[config.mk]
export PLATFORM = sky130hd
export DESIGN_NAME = wifi_uart_ctrl
export DESIGN_NICKNAME = d
export VERILOG_FILES = /design/src/rtl/wifi_uart_ctrl_pkg.sv /design/src/rtl/wifi_sync_fifo.sv /design/src/rtl/wifi_uart_ctrl.sv
export SDC_FILE = /design/constraint.sdc
export NUM_CORES = 1
export LEC_CHECK = 0
export BUFFER_PORTS_ARGS = -buffer_cell sky130_fd_sc_hd__buf_2
export CAP_MARGIN = 10
export CORE_MARGIN = 2
export CORE_UTILIZATION = 50
export DETAILED_ROUTE_END_ITERATION = 10
export GPL_TIMING_DRIVEN = 0
export PLACE_DENSITY = 0.69
export SLEW_MARGIN = 30
export SYNTH_ARGS = -nofsm -noshare
export SYNTH_HDL_FRONTEND = slang
export SYNTH_HIERARCHICAL = 1
export SYNTH_SLANG_ARGS = --single-unit
[constraint.sdc]
create_clock -name clk -period 6.9 [get_ports clk]
set_input_delay 0.69 -clock clk [delete_from_list [all_inputs] [get_ports clk]]
set_output_delay 0.69 -clock clk [all_outputs]
set_load 0.02 [all_outputs]
[src/rtl/wifi_uart_ctrl_pkg.sv]
// Shared definitions for the WiFi UART host controller: TX FSM state encoding,
// status byte bit positions and the sticky-bit mask.
package wifi_uart_ctrl_pkg;

  typedef enum logic [1:0] {
    TIdle     = 2'd0,
    TLoad     = 2'd1,
    TWaitBusy = 2'd2,
    TWaitDone = 2'd3
  } tx_state_e;

  localparam int unsigned StRxAvail    = 0;
  localparam int unsigned StTxNotFull  = 1;
  localparam int unsigned StTxEmpty    = 2;
  localparam int unsigned StTxBusy     = 3;
  localparam int unsigned StRxOverrun  = 4;
  localparam int unsigned StTxOverflow = 5;
  localparam int unsigned StFrameErr   = 6;

  // Sticky bits occupy status[6:4]
  localparam logic [7:0] StickyMask = 8'h70;

  // sticky = {frame_err, tx_overflow, rx_overrun}
  function automatic logic [7:0] pack_status(input logic       rx_avail,
                                             input logic       tx_not_full,
                                             input logic       tx_empty,
                                             input logic       tx_busy,
                                             input logic [2:0] sticky);
    logic [7:0] s;
    s                = 8'h00;
    s[StRxAvail]     = rx_avail;
    s[StTxNotFull]   = tx_not_full;
    s[StTxEmpty]     = tx_empty;
    s[StTxBusy]      = tx_busy;
    s[StRxOverrun]   = sticky[0];
    s[StTxOverflow]  = sticky[1];
    s[StFrameErr]    = sticky[2];
    return s;
  endfunction

endpackage

[src/rtl/wifi_sync_fifo.sv]
// Synchronous first-word-fall-through FIFO. Pointers carry an extra wrap bit so
// full and empty are distinguished without a counter. Head reads as zero when empty.
module wifi_sync_fifo #(
  parameter int unsigned W  = 8,
  parameter int unsigned AW = 4
) (
  input  logic         clk,
  input  logic         rst_n,
  input  logic         push,
  input  logic [W-1:0] wdata,
  input  logic         pop,
  output logic [W-1:0] head,
  output logic         full,
  output logic         empty
);

  localparam int unsigned Depth = 2 ** AW;
  localparam logic [AW:0] PtrOne = (AW + 1)'(1);

  logic [AW:0]  wptr_q, wptr_d;
  logic [AW:0]  rptr_q, rptr_d;
  logic [W-1:0] mem_q [Depth];
  logic         do_push, do_pop;

  // Flags, accepted push/pop and next pointers; a push into a full FIFO is
  // accepted only when a pop frees the slot in the same cycle.
  always_comb begin
    empty   = (wptr_q == rptr_q);
    full    = (wptr_q[AW] != rptr_q[AW]) && (wptr_q[AW-1:0] == rptr_q[AW-1:0]);
    do_pop  = pop && !empty;
    do_push = push && (!full || do_pop);
    wptr_d  = do_push ? wptr_q + PtrOne : wptr_q;
    rptr_d  = do_pop ? rptr_q + PtrOne : rptr_q;
    head    = empty ? '0 : mem_q[rptr_q[AW-1:0]];
  end

  // Pointer registers with synchronous reset
  always_ff @(posedge clk) begin
    if (!rst_n) begin
      wptr_q <= '0;
      rptr_q <= '0;
    end else begin
      wptr_q <= wptr_d;
      rptr_q <= rptr_d;
    end
  end

  // Storage array; contents need no reset since head is masked when empty
  always_ff @(posedge clk) begin
    if (do_push) begin
      mem_q[wptr_q[AW-1:0]] <= wdata;
    end
  end

endmodule

[src/rtl/wifi_uart_ctrl.sv]
// Host-side controller for the WiFi module's UART core: TX/RX FIFOs, transmit
// handshake FSM, status byte and IRQ. Optional feature macro WIFI_CTRL_ECHO_EN
// adds a one-entry echo register that shares the transmitter with the TX FIFO
// under round-robin arbitration. The UART core itself is reset from the same rst_n.
module wifi_uart_ctrl
  import wifi_uart_ctrl_pkg::*;
#(
  parameter int unsigned TX_AW = 4,
  parameter int unsigned RX_AW = 4
) (
  input  logic       clk,
  input  logic       rst_n,
  input  logic       cpu_wr_stb,
  input  logic [7:0] cpu_wr_data,
  input  logic       cpu_rd_stb,
  output logic [7:0] cpu_rd_data,
  input  logic       cpu_stat_stb,
  output logic [7:0] status,
  output logic       irq,
  output logic       uart_transmit,
  output logic [7:0] uart_tx_byte,
  input  logic       uart_is_tx,
  input  logic       uart_received,
  input  logic [7:0] uart_rx_byte,
  input  logic       uart_recv_err
);

  logic       tx_push, tx_pop, tx_full, tx_empty;
  logic [7:0] tx_head;
  logic       rx_full, rx_empty, rx_pop_ok, rx_push_ok;

  tx_state_e  state_q, state_d;
  logic       transmit_q, transmit_d;
  logic [7:0] tx_byte_q, tx_byte_d;
  logic [2:0] sticky_q, sticky_d, sticky_set;

`ifdef WIFI_CTRL_ECHO_EN
  logic       echo_valid_q, echo_valid_d;
  logic [7:0] echo_byte_q, echo_byte_d;
  logic       grant_echo_q, grant_echo_d;
  logic       last_echo_q, last_echo_d;
`endif

  // FIFO-side handshakes: full TX writes are dropped, RX pops only when data present
  always_comb begin
    tx_push    = cpu_wr_stb && !tx_full;
    rx_pop_ok  = cpu_rd_stb && !rx_empty;
    rx_push_ok = uart_received && (!rx_full || rx_pop_ok);
`ifdef WIFI_CTRL_ECHO_EN
    tx_pop     = (state_q == TLoad) && !grant_echo_q;
`else
    tx_pop     = (state_q == TLoad);
`endif
  end

  wifi_sync_fifo #(
    .W  (8),
    .AW (TX_AW)
  ) u_tx_fifo (
    .clk   (clk),
    .rst_n (rst_n),
    .push  (tx_push),
    .wdata (cpu_wr_data),
    .pop   (tx_pop),
    .head  (tx_head),
    .full  (tx_full),
    .empty (tx_empty)
  );

  wifi_sync_fifo #(
    .W  (8),
    .AW (RX_AW)
  ) u_rx_fifo (
    .clk   (clk),
    .rst_n (rst_n),
    .push  (uart_received),
    .wdata (uart_rx_byte),
    .pop   (cpu_rd_stb),
    .head  (cpu_rd_data),
    .full  (rx_full),
    .empty (rx_empty)
  );

  // TX FSM next state; uart_transmit is registered so it is high exactly in TLoad
  always_comb begin
    state_d    = state_q;
    transmit_d = 1'b0;
    tx_byte_d  = tx_byte_q;
`ifdef WIFI_CTRL_ECHO_EN
    grant_echo_d = grant_echo_q;
    last_echo_d  = last_echo_q;
`endif
    unique case (state_q)
      TIdle: begin
`ifdef WIFI_CTRL_ECHO_EN
        // Echo wins when it is the only source or when the FIFO was granted last
        if (echo_valid_q && (tx_empty || !last_echo_q)) begin
          state_d      = TLoad;
          transmit_d   = 1'b1;
          tx_byte_d    = echo_byte_q;
          grant_echo_d = 1'b1;
          last_echo_d  = 1'b1;
        end else if (!tx_empty) begin
          state_d      = TLoad;
          transmit_d   = 1'b1;
          tx_byte_d    = tx_head;
          grant_echo_d = 1'b0;
          last_echo_d  = 1'b0;
        end
`else
        if (!tx_empty) begin
          state_d    = TLoad;
          transmit_d = 1'b1;
          tx_byte_d  = tx_head;
        end
`endif
      end
      TLoad:     state_d = TWaitBusy;
      TWaitBusy: if (uart_is_tx) state_d = TWaitDone;
      TWaitDone: if (!uart_is_tx) state_d = TIdle;
      default:   state_d = TIdle;
    endcase
  end

  // TX FSM and its registered outputs
  always_ff @(posedge clk) begin
    if (!rst_n) begin
      state_q    <= TIdle;
      transmit_q <= 1'b0;
      tx_byte_q  <= 8'h00;
`ifdef WIFI_CTRL_ECHO_EN
      grant_echo_q <= 1'b0;
      last_echo_q  <= 1'b0;
`endif
    end else begin
      state_q    <= state_d;
      transmit_q <= transmit_d;
      tx_byte_q  <= tx_byte_d;
`ifdef WIFI_CTRL_ECHO_EN
      grant_echo_q <= grant_echo_d;
      last_echo_q  <= last_echo_d;
`endif
    end
  end

  // Sticky error bits: a status read clears them next cycle, but a new event wins
  always_comb begin
    sticky_set = {uart_recv_err,
                  cpu_wr_stb && tx_full,
                  uart_received && rx_full && !rx_pop_ok};
    sticky_d   = (cpu_stat_stb ? (sticky_q & ~StickyMask[6:4]) : sticky_q) | sticky_set;
`ifdef WIFI_CTRL_ECHO_EN
    // A fresh RX byte overwrites the echo slot even if it is still pending
    echo_valid_d = (echo_valid_q && !((state_q == TLoad) && grant_echo_q)) || rx_push_ok;
    echo_byte_d  = rx_push_ok ? uart_rx_byte : echo_byte_q;
`endif
  end

  // Sticky bits and echo register
  always_ff @(posedge clk) begin
    if (!rst_n) begin
      sticky_q <= 3'b000;
`ifdef WIFI_CTRL_ECHO_EN
      echo_valid_q <= 1'b0;
      echo_byte_q  <= 8'h00;
`endif
    end else begin
      sticky_q <= sticky_d;
`ifdef WIFI_CTRL_ECHO_EN
      echo_valid_q <= echo_valid_d;
      echo_byte_q  <= echo_byte_d;
`endif
    end
  end

  // Host-visible outputs decoded from registered state
  always_comb begin
    status        = pack_status(!rx_empty, !tx_full, tx_empty, state_q != TIdle, sticky_q);
    irq           = !rx_empty || sticky_q[0] || sticky_q[2];
    uart_transmit = transmit_q;
    uart_tx_byte  = tx_byte_q;
  end

endmodule

# Word-level counts from Yosys, hierarchy flattened
# Memories as Yosys holds them, arrays and structs flattened. A register that Yosys moved wholly into a read port is not among the register bits.
# Cells that the tools add are included.
# classes
addsub,4
n_eq_ne,12
n_mux,13
n_bitwise,2
n_reduce_logical,25
# op_table
cell,count
5-bit by 1-bit adder with 5-bit output (second input constant),4
5-bit equality test,2
1-bit logical AND,10
4-bit equality test,2
4-bit two-way mux,2
8-bit two-way mux,1
2-bit one-hot mux with 4 select lines,1
1-bit zero test,6
2-bit two-way mux,3
2-bit != test (second input constant),3
1-bit two-way mux,5
2-bit equality test (second input constant),2
1-bit logical OR,4
2-bit AND reduction,2
3-bit two-way mux,1
3-bit OR,1
3-bit AND reduction,1
2-bit by 1-bit equality test with 1-bit output (second input constant),1
2-bit zero test,1
1-bit != test,2
2-bit nonzero test,1
1-bit NOT,1
# totals
reg_bits,26
mem_bits_rw,256
in_bits,24
out_inout_bits,26
wordCells,65
memories,2
# memory_table
memory,depth,width,rd,rd_ports_with_merged_regs,write_ports,line_no,rtl
u_rx_fifo.mem_q,16,8,1,1,1,wifi_sync_fifo.sv:22,logic [W-1:0] mem_q [Depth];
u_tx_fifo.mem_q,16,8,1,1,1,wifi_sync_fifo.sv:22,

# Longest topological paths before layout
# Gate-level depths: netlist of the first run.
# depth
word_depth,7
mapped_depth,9
ltp_nobuf,8

# Modules after synthesis
# The synthesis of the first run kept the hierarchy.
# modules_own_cells
module,n_inst,cells_per_inst,area_each_um2,seq_area_each_um2
wifi_sync_fifo,2,312,5716.7,4124.0
wifi_uart_ctrl,1,75,650.6,280.3

# Least setup slack after synthesis of the first run
# Ideal clock, no wire load.
# synth_timing
path_type,reg-to-output
from,reg u_rx_fifo.wptr_q[0]
to,out irq
arrival_ps,1806
path_slack_ps,4404
path_stages_with_launch,7
path_cell_list,dfxtp_1 > xor2_1 > nor4_4 > and2_1 > buf_4 > inv_1 > or3_1
# synth_between
elab_chain_len,4
# synth_lines
item,line_no,rtl
start: declaration,wifi_sync_fifo.sv:20,"logic [AW:0] wptr_q, wptr_d;"
start signal: assignment,wifi_sync_fifo.sv:43,wptr_q <= wptr_d;
5-bit equality test,wifi_sync_fifo.sv:28,empty = (wptr_q == rptr_q);
named net rx_empty,wifi_uart_ctrl.sv:30,"logic rx_full, rx_empty, rx_pop_ok, rx_push_ok;"
1-bit zero test,n/a,
named net status[0],wifi_uart_ctrl.sv:18,"output logic [7:0] status,"
1-bit logical OR (2 in a row),wifi_uart_ctrl.sv:179,irq = !rx_empty || sticky_q[0] || sticky_q[2];
end: declaration,wifi_uart_ctrl.sv:19,"output logic irq,"
# The timed path passes the listed nets, and every way through them passes these cells.

# Worst setup path in the final report of the first run
# layout_timing
from,reg u_rx_fifo.wptr_q[3]
to,out irq
# layout_between
elab_chain_len,4
# layout_lines
item,line_no
5-bit equality test,wifi_sync_fifo.sv:28
named net rx_empty,wifi_uart_ctrl.sv:30
1-bit zero test,wifi_uart_ctrl.sv:179
1-bit logical OR (2 in a row),wifi_uart_ctrl.sv:179
# The timed path passes the listed nets, and every way through them passes these cells.

==> metrics.txt, run 1 <==
status finished clean; die span in x 159 um; Mapped Area 12100 um^2; FMAX 308 MHz; number of global-route vias before repair 6633; most common cell in the synthesized netlist edfxtp_1; worst min path class in -> reg; Num CTS Buffers 29; GRT Util Overall 0.190; Die ar. 25400 um^2; diode count 0; final WL 23900 um; final net count about 820; routability cong. around 0.81; worst slew pin tran 0.923 ns; Yosys warnings 6; H-Tree Depth 1; die height 159 um; CORE AREA 23600 um^2; share of cells above drive strength 1 0.251; Clock transition at path regs 0.06 ns; Final ANT Viol Nets 0; global-route wire length before repair 37200 um; root buffer cell clkbuf_16; Power Dens Cells 300 nW/um^2; critical path class reg -> out; endpoint class of the critical path output pin; Num Clock Sinks approximately 300; Slew Limit Headroom 0.384; CTS Buffer Depth 3; number of synthesized flops with an enable pin 256; drt pass-1 iters 5; top-area cell type share of the netlist area 0.636; Worst Path Max Fanout 11; Final Hold Vio Count 0; I/O pin total 50; sequential element share of the synthesized area 0.706; total grt overflow 0; Final Slew Violations 0; syn nets around 740; Pwr Total 4.09 mW; # DRC 0; Worst Setup Start Kind flip-flop; Netlist cell types 41; setup bufs post-CTS 0; RSZ-0062 raised after global routing false; via count 6355; critical path arrival 2.55 ns; WHS 0.376 ns; Tmin final 3.24 ns; Initial Utilization 0.512; largest net degree at the start of global routing 17; skew final roughly 0.012 ns; synth cell count leaders edfxtp_1 (256), mux4_2 (50), nand2_1 (50), dfxtp_1 (42), mux2i_1 (37); setup violators final 0; period utilisation layout 0.470; cell taking the most area after synthesis edfxtp_1; initial antenna violation count 0; CTS Hold Bufs 0; drt wl/cell between 20 and 25 um; drt first-iter violations 401; worst vdd ir 0.219 mV; buffers added on ports 48; TritonCTS clock tree built; P_leak 4.67 nW; synth top area cells edfxtp_1 (64%), mux4_2 (9.3%), dfxtp_1 (7.0%), mux2i_1 (3.1%), ha_1 (1.6%); Async S/R FF share, synth 0; total of max-cap violations 0; # rows 56; vias per cell 5.67; synthesized flop and latch total 298; Required @ worst endpoint between 6 and 7 ns; Synth Instances ~700; Top FF cell, synth edfxtp_1; PostCTS Resize Cnt 0; Worst-Skew Late Latency 0.54 ns; Post-DP HPWL 15900 um; Area Overhead vs Synth 13.1%; setup tns final 0 ns; synthesized area per cell 17.3 um^2
-- kinds of logic (layout without fill, tap and decap cells) --
logic type / Yosys count / count (layout) / share of synthesized area
AO/OA/AOI/OAI: 75 / 75 / 0.0410
XOR/XNOR: 22 / 22 / 0.0159
adder cells (fa/ha/maj): 15 / 15 / 0.0155
buffers and inverters: 48 / 150 / 0.0199
flip-flops: 298 / 298 / 0.706
multiplexers: 101 / 101 / 0.137
other: 1 / 1 / 0.000310
AND/OR/NAND/NOR: 139 / 139 / 0.0647
-- metrics by stage --
step | cell area [um^2] | std cells | setup slack (ns) | utilization
2_1_floorplan | 12100 | 699 | 4.40 | -
3_3_place_gp | 12700 | 1066 | 4.00 | 0.539
3_5_place_dp | 12700 | 1066 | 3.91 | 0.540
4_1_cts | 13700 | 1120 | 3.60 | 0.579
5_1_grt | 13700 | 1120 | 3.47 | 0.579
6_report | 13700 | 1120 | 3.66 | 0.579
-- area by class of cell --
type                    instances  area (um^2)
fillers                      1823         9950
inverters                      15         56.3
clock buffers                  32          747
well taps                     319          399
flip-flops and latches        298         8530
plain buffers                  33          184
repair buffers                 48          240
clock inverters                22          174
multi-input cells             353         3340
-- path summary, 6_finish.rpt --
| kind | cells after the start | slack, ns | startpoint | to |
|---|---|---|---|---|
| hold reg to reg | 2 | 0.46 | uart_tx_byte[7]$_SDFFE_PN0P_ | uart_tx_byte[7]$_SDFFE_PN0P_ |
| setup / recovery | 8 | 3.66 | u_rx_fifo/wptr_q[3]$_SDFFE_PN0P_ | irq |
| hold / removal | 3 | 0.38 | uart_recv_err | sticky_q[2]$_SDFF_PN0_ |
| setup reg to reg | 8 | 3.86 | u_tx_fifo/wptr_q[2]$_SDFFE_PN0P_ | u_tx_fifo/mem_q[14][1]$_DFFE_PP_ |
-- worst max-delay path, stage by stage, from the launching register on --
cell and delay, ns:
dfxtp_1 0.29, clkbuf_2 0.16, xor2_1 0.18, nor4_4 0.41, and2_1 0.19, buf_4 0.19
inv_1 0.07, or3_1 0.35, buf_2 0.17
-- placed cells by master, fill, tap and decap left out, drive strengths merged, types with 8 or more instances in the layout --
master / count
a21boi: 10
a21oi: 22
a221oi: 14
and2: 19
and3: 24
buf: 70
clkbuf: 43
clkinv: 13
dfxtp: 42
edfxtp: 256
ha: 15
inv: 17
mux2: 14
mux2i: 37
mux4: 50
nand2: 50
nand2b: 8
nor2b: 11
o21ai: 16
xnor2: 8
xor2: 14
-- registers in the layout, indices dropped and copies added, names as in the netlist, named ones only --
signal,cells
sticky_q,3
u_tx_fifo/rptr_q,5
uart_transmit,1
u_rx_fifo/rptr_q,5
state_q,2
u_tx_fifo/mem_q,128
u_rx_fifo/mem_q,128
uart_tx_byte,8
u_rx_fifo/wptr_q,5
u_tx_fifo/wptr_q,5
-- report_power, final --
part / switching [mW] / leakage, nW / internal [mW] / total (mW)
clock: 0.650 / 0.446 / 0.857 / 1.51
sequential: 0.0273 / 2.65 / 2.00 / 2.03
combinational: 0.333 / 1.57 / 0.228 / 0.560
-- metal layers --
layer | track usage | vias to the layer above | share of wire
met3 | 0.0276 | 52 | 0.055
met1 | 0.252 | 3225 | 0.41
li1 | - | 2869 | -
met2 | 0.324 | 209 | 0.50
met5 | 0 | - | 0
met4 | 0.0674 | 0 | 0.033
Note: power is estimated with default switching activity, not from simulation.
==> inputs of run 2 (changes only) <==
==> constraint.sdc (replaced) <==
create_clock -name clk -period 3.05 [get_ports clk]
set_input_delay 0.305 -clock clk [delete_from_list [all_inputs] [get_ports clk]]
set_output_delay 0.305 -clock clk [all_outputs]
set_load 0.02 [all_outputs]
==> run 2 against run 1 <==
- count of clock-buffer cells in the layout did not move
- wire length shrank 0.11%
- sequential share of layout area down 0.085 points
- clock power is 130% higher
- utilization up 0.079 points
==> metrics.txt, run 2 (synthesis gave the netlist of run 1 again) <==
status finished clean; Top Usage Layer GRT met2; Clock transition at path regs 0.06 ns; GRT Util Overall 0.190; Tmin final between 2 and 3 ns; total of max-cap violations 0; routability cong. around 0.81; die span in x between 150 and 200 um; sw frac 0.246; worst vdd ir 0.495 mV; most frequent cells in the layout edfxtp_1 (256), buf_2 (58), nand2_1 (50), mux4_2 (50), dfxtp_1 (42); skew final around 0.012 ns; worst slew pin tran around 0.91 ns; Num CTS Buffers 29; number of global-route vias before repair 6635; crit path to u_tx_fifo/mem_q[1][2]$_DFFE_PP_; I/O pin total 50; setup tns final 0 ns; Sw Pwr ~2.3 mW; Initial Utilization 0.512; Layout fillers 1818; design area between 10000 and 15000 um^2; final WL 23900 um; # rows 56; Worst-Skew Late Latency between 0.5 and 0.6 ns; met2 usage 0.324; worst min path class in -> reg; drt first-iter violations 430; WHS 0.0625 ns; drt wl/cell 21.3 um; flop-to-flop setup slack 0.19 ns; P_leak 4.67 nW; period utilisation layout 0.938; CORE AREA 23600 um^2; pre-CTS worst setup slack 0.0643 ns; share of cells above drive strength 1 0.257; Final WS setup 0.188 ns; Worst Path Max Fanout 10; critical path arrival 3.05 ns; Area Overhead vs Synth 13.2%; Die ar. 25400 um^2; diode count 0; critical path class reg -> reg; RSZ-0062 raised after global routing false; global-route wire length before repair 37200 um; die height 159 um; Final Hold Vio Count 0; # DRC 0; TritonCTS clock tree built; Final ANT Viol Nets 0; drt pass-1 iters 4; Worst Setup Start Kind flip-flop; storage element area 8530 um^2; largest net degree at the start of global routing 17; share of power burned in registers 0.495; met1 Use GR 0.252; Worst Setup SP u_tx_fifo/wptr_q[2]$_SDFFE_PN0P_; Min-Delay Startpoint cpu_wr_stb; Post-DP HPWL ~16000 um; initial antenna violation count 0; Clock Power Share 0.368; Power Dens Cells 677 nW/um^2; setup violators final 0; FMAX 349 MHz; FF-to-FF End u_tx_fifo/mem_q[1][2]$_DFFE_PP_; Worst Reg-to-Reg Cells 8; final net count 818; H-Tree Depth 1; Required @ worst endpoint around 3.2 ns; area occupied by multi-input gates 3340 um^2; Num Clock Sinks just under 300; r2r startpoint u_tx_fifo/wptr_q[2]$_SDFFE_PN0P_; CTS Buffer Depth 3; root buffer cell clkbuf_16; met3 usage 0.0276; total grt overflow 0; Comb power frac 0.137; buffers added on ports 48; via count ~6400; Internal Power 6.98 mW; Final Slew Violations 0; most common cell after layout, fill and taps aside edfxtp_1; endpoint class of the critical path flip-flop; Slew Limit Headroom 0.389; Placed Area 12700 um^2; vias per cell 5.68; setup bufs post-CTS 0
==> run 2: routing by layer <==
| metal | share of wire | wire [um] | vias to the layer above |
|---|---|---|---|
| met1 | 0.41 | 9820 | 3219 |
| met4 | 0.035 | 835 | 0 |
| met5 | 0 | 0 | - |
| li1 | - | - | 2875 |
| met2 | 0.50 | 11900 | 220 |
| met3 | 0.056 | 1340 | 56 |
==> run 2: worst min path at each step <==
stage                                            to  slack (ns)  cells after the start
floorplan           u_rx_fifo/mem_q[0][0]$_DFFE_PP_        0.40                      0
global placement       uart_tx_byte[5]$_SDFFE_PN0P_        0.45                      2
detailed placement     uart_tx_byte[3]$_SDFFE_PN0P_        0.45                      2
CTS                          sticky_q[1]$_SDFF_PN0_        0.05                      3
global route                 sticky_q[1]$_SDFF_PN0_        0.11                      3
finish                       sticky_q[1]$_SDFF_PN0_        0.06                      3
==> run 2: area by class of cell <==
class / instances / share of cell area
Inverter: 15 / 0.00411
Timing Repair Buffer: 49 / 0.0183
Tap cell: 319 / 0.0292
Multi-Input combinational cell: 353 / 0.244
Clock buffer: 32 / 0.0546
Buffer: 33 / 0.0134
Sequential cell: 298 / 0.623
Clock inverter: 22 / 0.0127
==> run 2: worst max-delay path, stage by stage, from the launching register on <==
cell and delay [ns]:
dfxtp_1 0.30, buf_2 0.19, xor2_1 0.26, nor4_4 0.10, and2b_1 0.22, nor2b_1 0.21, a21boi_2 0.34, clkbuf_1 0.37
and3_1 0.51
==> run 2: power groups by stage <==
stage | Sequential, mW | Clock, mW | Combinational, mW
6_report | 4.58 | 3.41 | 1.27
5_1_grt | 4.59 | 3.63 | 1.38
4_1_cts | 4.59 | 3.49 | 1.28
3_5_place_dp | 4.67 | 0 | 1.27
3_3_place_gp | 4.66 | 0 | 1.24
2_1_floorplan | 4.68 | 0 | 0.860
==> run 2: timing repair <==
item                                   4_1_cts  5_1_grt
hold buffers                                 1        0
endpoints found under the hold margin        1        0
gates resized for setup                      0        5
setup endpoints to repair                    0       48
==> run 2: metrics by stage <==
stage	total power, mW	cells	utilization
floorplan	5.54	699	-
CTS	9.35	1121	0.579
global route	9.61	1121	0.579
global placement	5.91	1066	0.539
finish	9.26	1121	0.579
detailed placement	5.95	1066	0.540
==> inputs of run 3 (changes only) <==
--- a/config.mk
+++ b/config.mk
@@ -12,6 +12,7 @@
 export DETAILED_ROUTE_END_ITERATION = 10
 export GPL_TIMING_DRIVEN = 0
 export PLACE_DENSITY = 0.69
+export RECOVER_POWER = 25
 export SLEW_MARGIN = 30
 export SYNTH_ARGS = -nofsm -noshare
 export SYNTH_HDL_FRONTEND = slang
==> constraint.sdc (replaced) <==
create_clock -name clk -period 3.6 [get_ports clk]
set_input_delay 0.36 -clock clk [delete_from_list [all_inputs] [get_ports clk]]
set_output_delay 0.36 -clock clk [all_outputs]
set_load 0.02 [all_outputs]
==> run 3 against run 2 <==
- total power is 15% lower
- clock skew is 0.0021 ns higher
- sequential cell count stayed put
- worst hold slack worse by 0.018 ns
- critical endpoint is now u_tx_fifo/mem_q[12][5]$_DFFE_PP_
- largest cell class unchanged
- largest power group unchanged
==> metrics.txt, run 3 (synthesis gave the netlist of run 1 again) <==
CTS Buffer Depth 3; worst slew pin tran between 0.9 and 1 ns; critical path arrival 3.22 ns; Worst-Skew Late Latency around 0.54 ns; global-route wire length before repair 37200 um; most common cell after layout, fill and taps aside edfxtp_1; critical path class reg -> reg; worst min path class in -> reg; FF-to-FF End u_tx_fifo/mem_q[12][5]$_DFFE_PP_; H-Tree Depth 1; Initial Utilization 0.512; setup bufs post-CTS 0; die span in x 159 um; TritonCTS clock tree built; Layout fillers between 1500 and 2000; drt first-iter violations 405; flop-to-flop setup slack 0.57 ns; Hold EP sticky_q[2]$_SDFF_PN0_; number of global-route vias before repair 6633; setup tns final 0 ns; P_leak 4.64 nW; Clock transition at path regs ~0.060 ns; initial antenna violation count 0; most frequent cells in the layout edfxtp_1 (256), nand2_1 (50), mux4_2 (50); status finished clean; via count between 6000 and 7000; root buffer cell clkbuf_16; r2r startpoint u_tx_fifo/wptr_q[2]$_SDFFE_PN0P_; largest net degree at the start of global routing 17; Die ar. 25400 um^2; CTS Hold Bufs 0; GRT Util Overall 0.190; final net count slightly above 800; Worst Setup Start Kind flip-flop; # rows 56; Worst Path Max Fanout 10; Post-DP HPWL 15900 um; die height roughly 160 um; routability cong. approximately 0.8; Min-Delay Startpoint uart_recv_err; total grt overflow 0; diode count 0; drt wl/cell ~21 um; vias per cell 5.70; PostCTS Resize Cnt 0; Final Hold Vio Count 0; I/O pin total 50; Power Dens Cells ~570 nW/um^2; skew final 0.0142 ns; period utilisation layout 0.842; FMAX around 330 MHz; Hold Path Cell Cnt 3; drt pass-1 iters 4; Num Clock Sinks about 300; share of cells above drive strength 1 0.237; Final Slew Violations 0; WHS around 0.045 ns; RSZ-0062 raised after global routing false; buffers added on ports 48; Num CTS Buffers 29; total of max-cap violations 0; Tmin final 3.03 ns; Required @ worst endpoint roughly 3.8 ns; endpoint class of the critical path flip-flop; final WL 24000 um; Slew Limit Headroom 0.356; Final ANT Viol Nets 0; # DRC 0; worst vdd ir around 0.42 mV; Worst Reg-to-Reg Cells 8; setup violators final 0; CORE AREA 23600 um^2; Area Overhead vs Synth 13.0%
## run 3: routing by layer
layer | GRT usage | part of all wire | vias to the layer above
li1 | - | - | 2872
met1 | 0.252 | 0.42 | 3241
met2 | 0.324 | 0.50 | 217
met3 | 0.0276 | 0.056 | 50
met4 | 0.0674 | 0.032 | 0
met5 | 0 | 0 | -
## run 3: layout make-up
type	count	area, um^2	share of cell area
inverters	15	56.3	0.00412
clock buffers	32	747	0.0547
multi-input cells	353	3340	0.244
well taps	319	399	0.0292
repair buffers	48	226	0.0166
plain buffers	33	184	0.0135
flip-flops and latches	298	8530	0.625
clock inverters	22	174	0.0127
## run 3: worst max path at each step
stage                                           from                               end  slack, ns  depth (start not counted)
floorplan           u_tx_fifo/wptr_q[3]$_SDFFE_PN0P_  u_tx_fifo/mem_q[12][0]$_DFFE_PP_       1.23                          8
global placement    u_tx_fifo/wptr_q[3]$_SDFFE_PN0P_   u_tx_fifo/mem_q[6][6]$_DFFE_PP_       0.70                          8
detailed placement  u_tx_fifo/wptr_q[2]$_SDFFE_PN0P_  u_tx_fifo/mem_q[14][6]$_DFFE_PP_       0.61                          8
CTS                 u_tx_fifo/wptr_q[3]$_SDFFE_PN0P_   u_tx_fifo/mem_q[6][5]$_DFFE_PP_       0.58                          8
global route        u_tx_fifo/wptr_q[2]$_SDFFE_PN0P_   u_tx_fifo/mem_q[6][5]$_DFFE_PP_       0.39                          8
finish              u_tx_fifo/wptr_q[2]$_SDFFE_PN0P_  u_tx_fifo/mem_q[12][5]$_DFFE_PP_       0.57                          8
## run 3: metrics by stage
stage | power (mW) | util | cells | area [um^2] | setup WS [ns]
after floorplan | 4.70 | - | 699 | 12100 | 1.23
after global placement | 5.00 | 0.539 | 1066 | 12700 | 0.702
after detailed placement | 5.04 | 0.540 | 1066 | 12700 | 0.614
after CTS | 7.92 | 0.579 | 1120 | 13700 | 0.577
after global routing | 8.13 | 0.578 | 1120 | 13700 | 0.389
final | 7.84 | 0.578 | 1120 | 13700 | 0.570
## run 3: critical path, cell delays in order, from the launching register on
cell and delay (ns):
dfxtp_1 0.30, buf_2 0.19, xor2_1 0.26, nor4_4 0.10, and2b_1 0.22, nor2b_1 0.21, a21boi_1 0.49, clkbuf_1 0.39
and3_1 0.51
## run 3: report_power, final
group	switching, mW	internal, mW
clock	1.24	1.64
sequential	0.0521	3.83
combinational	0.637	0.434
total	1.93	5.91
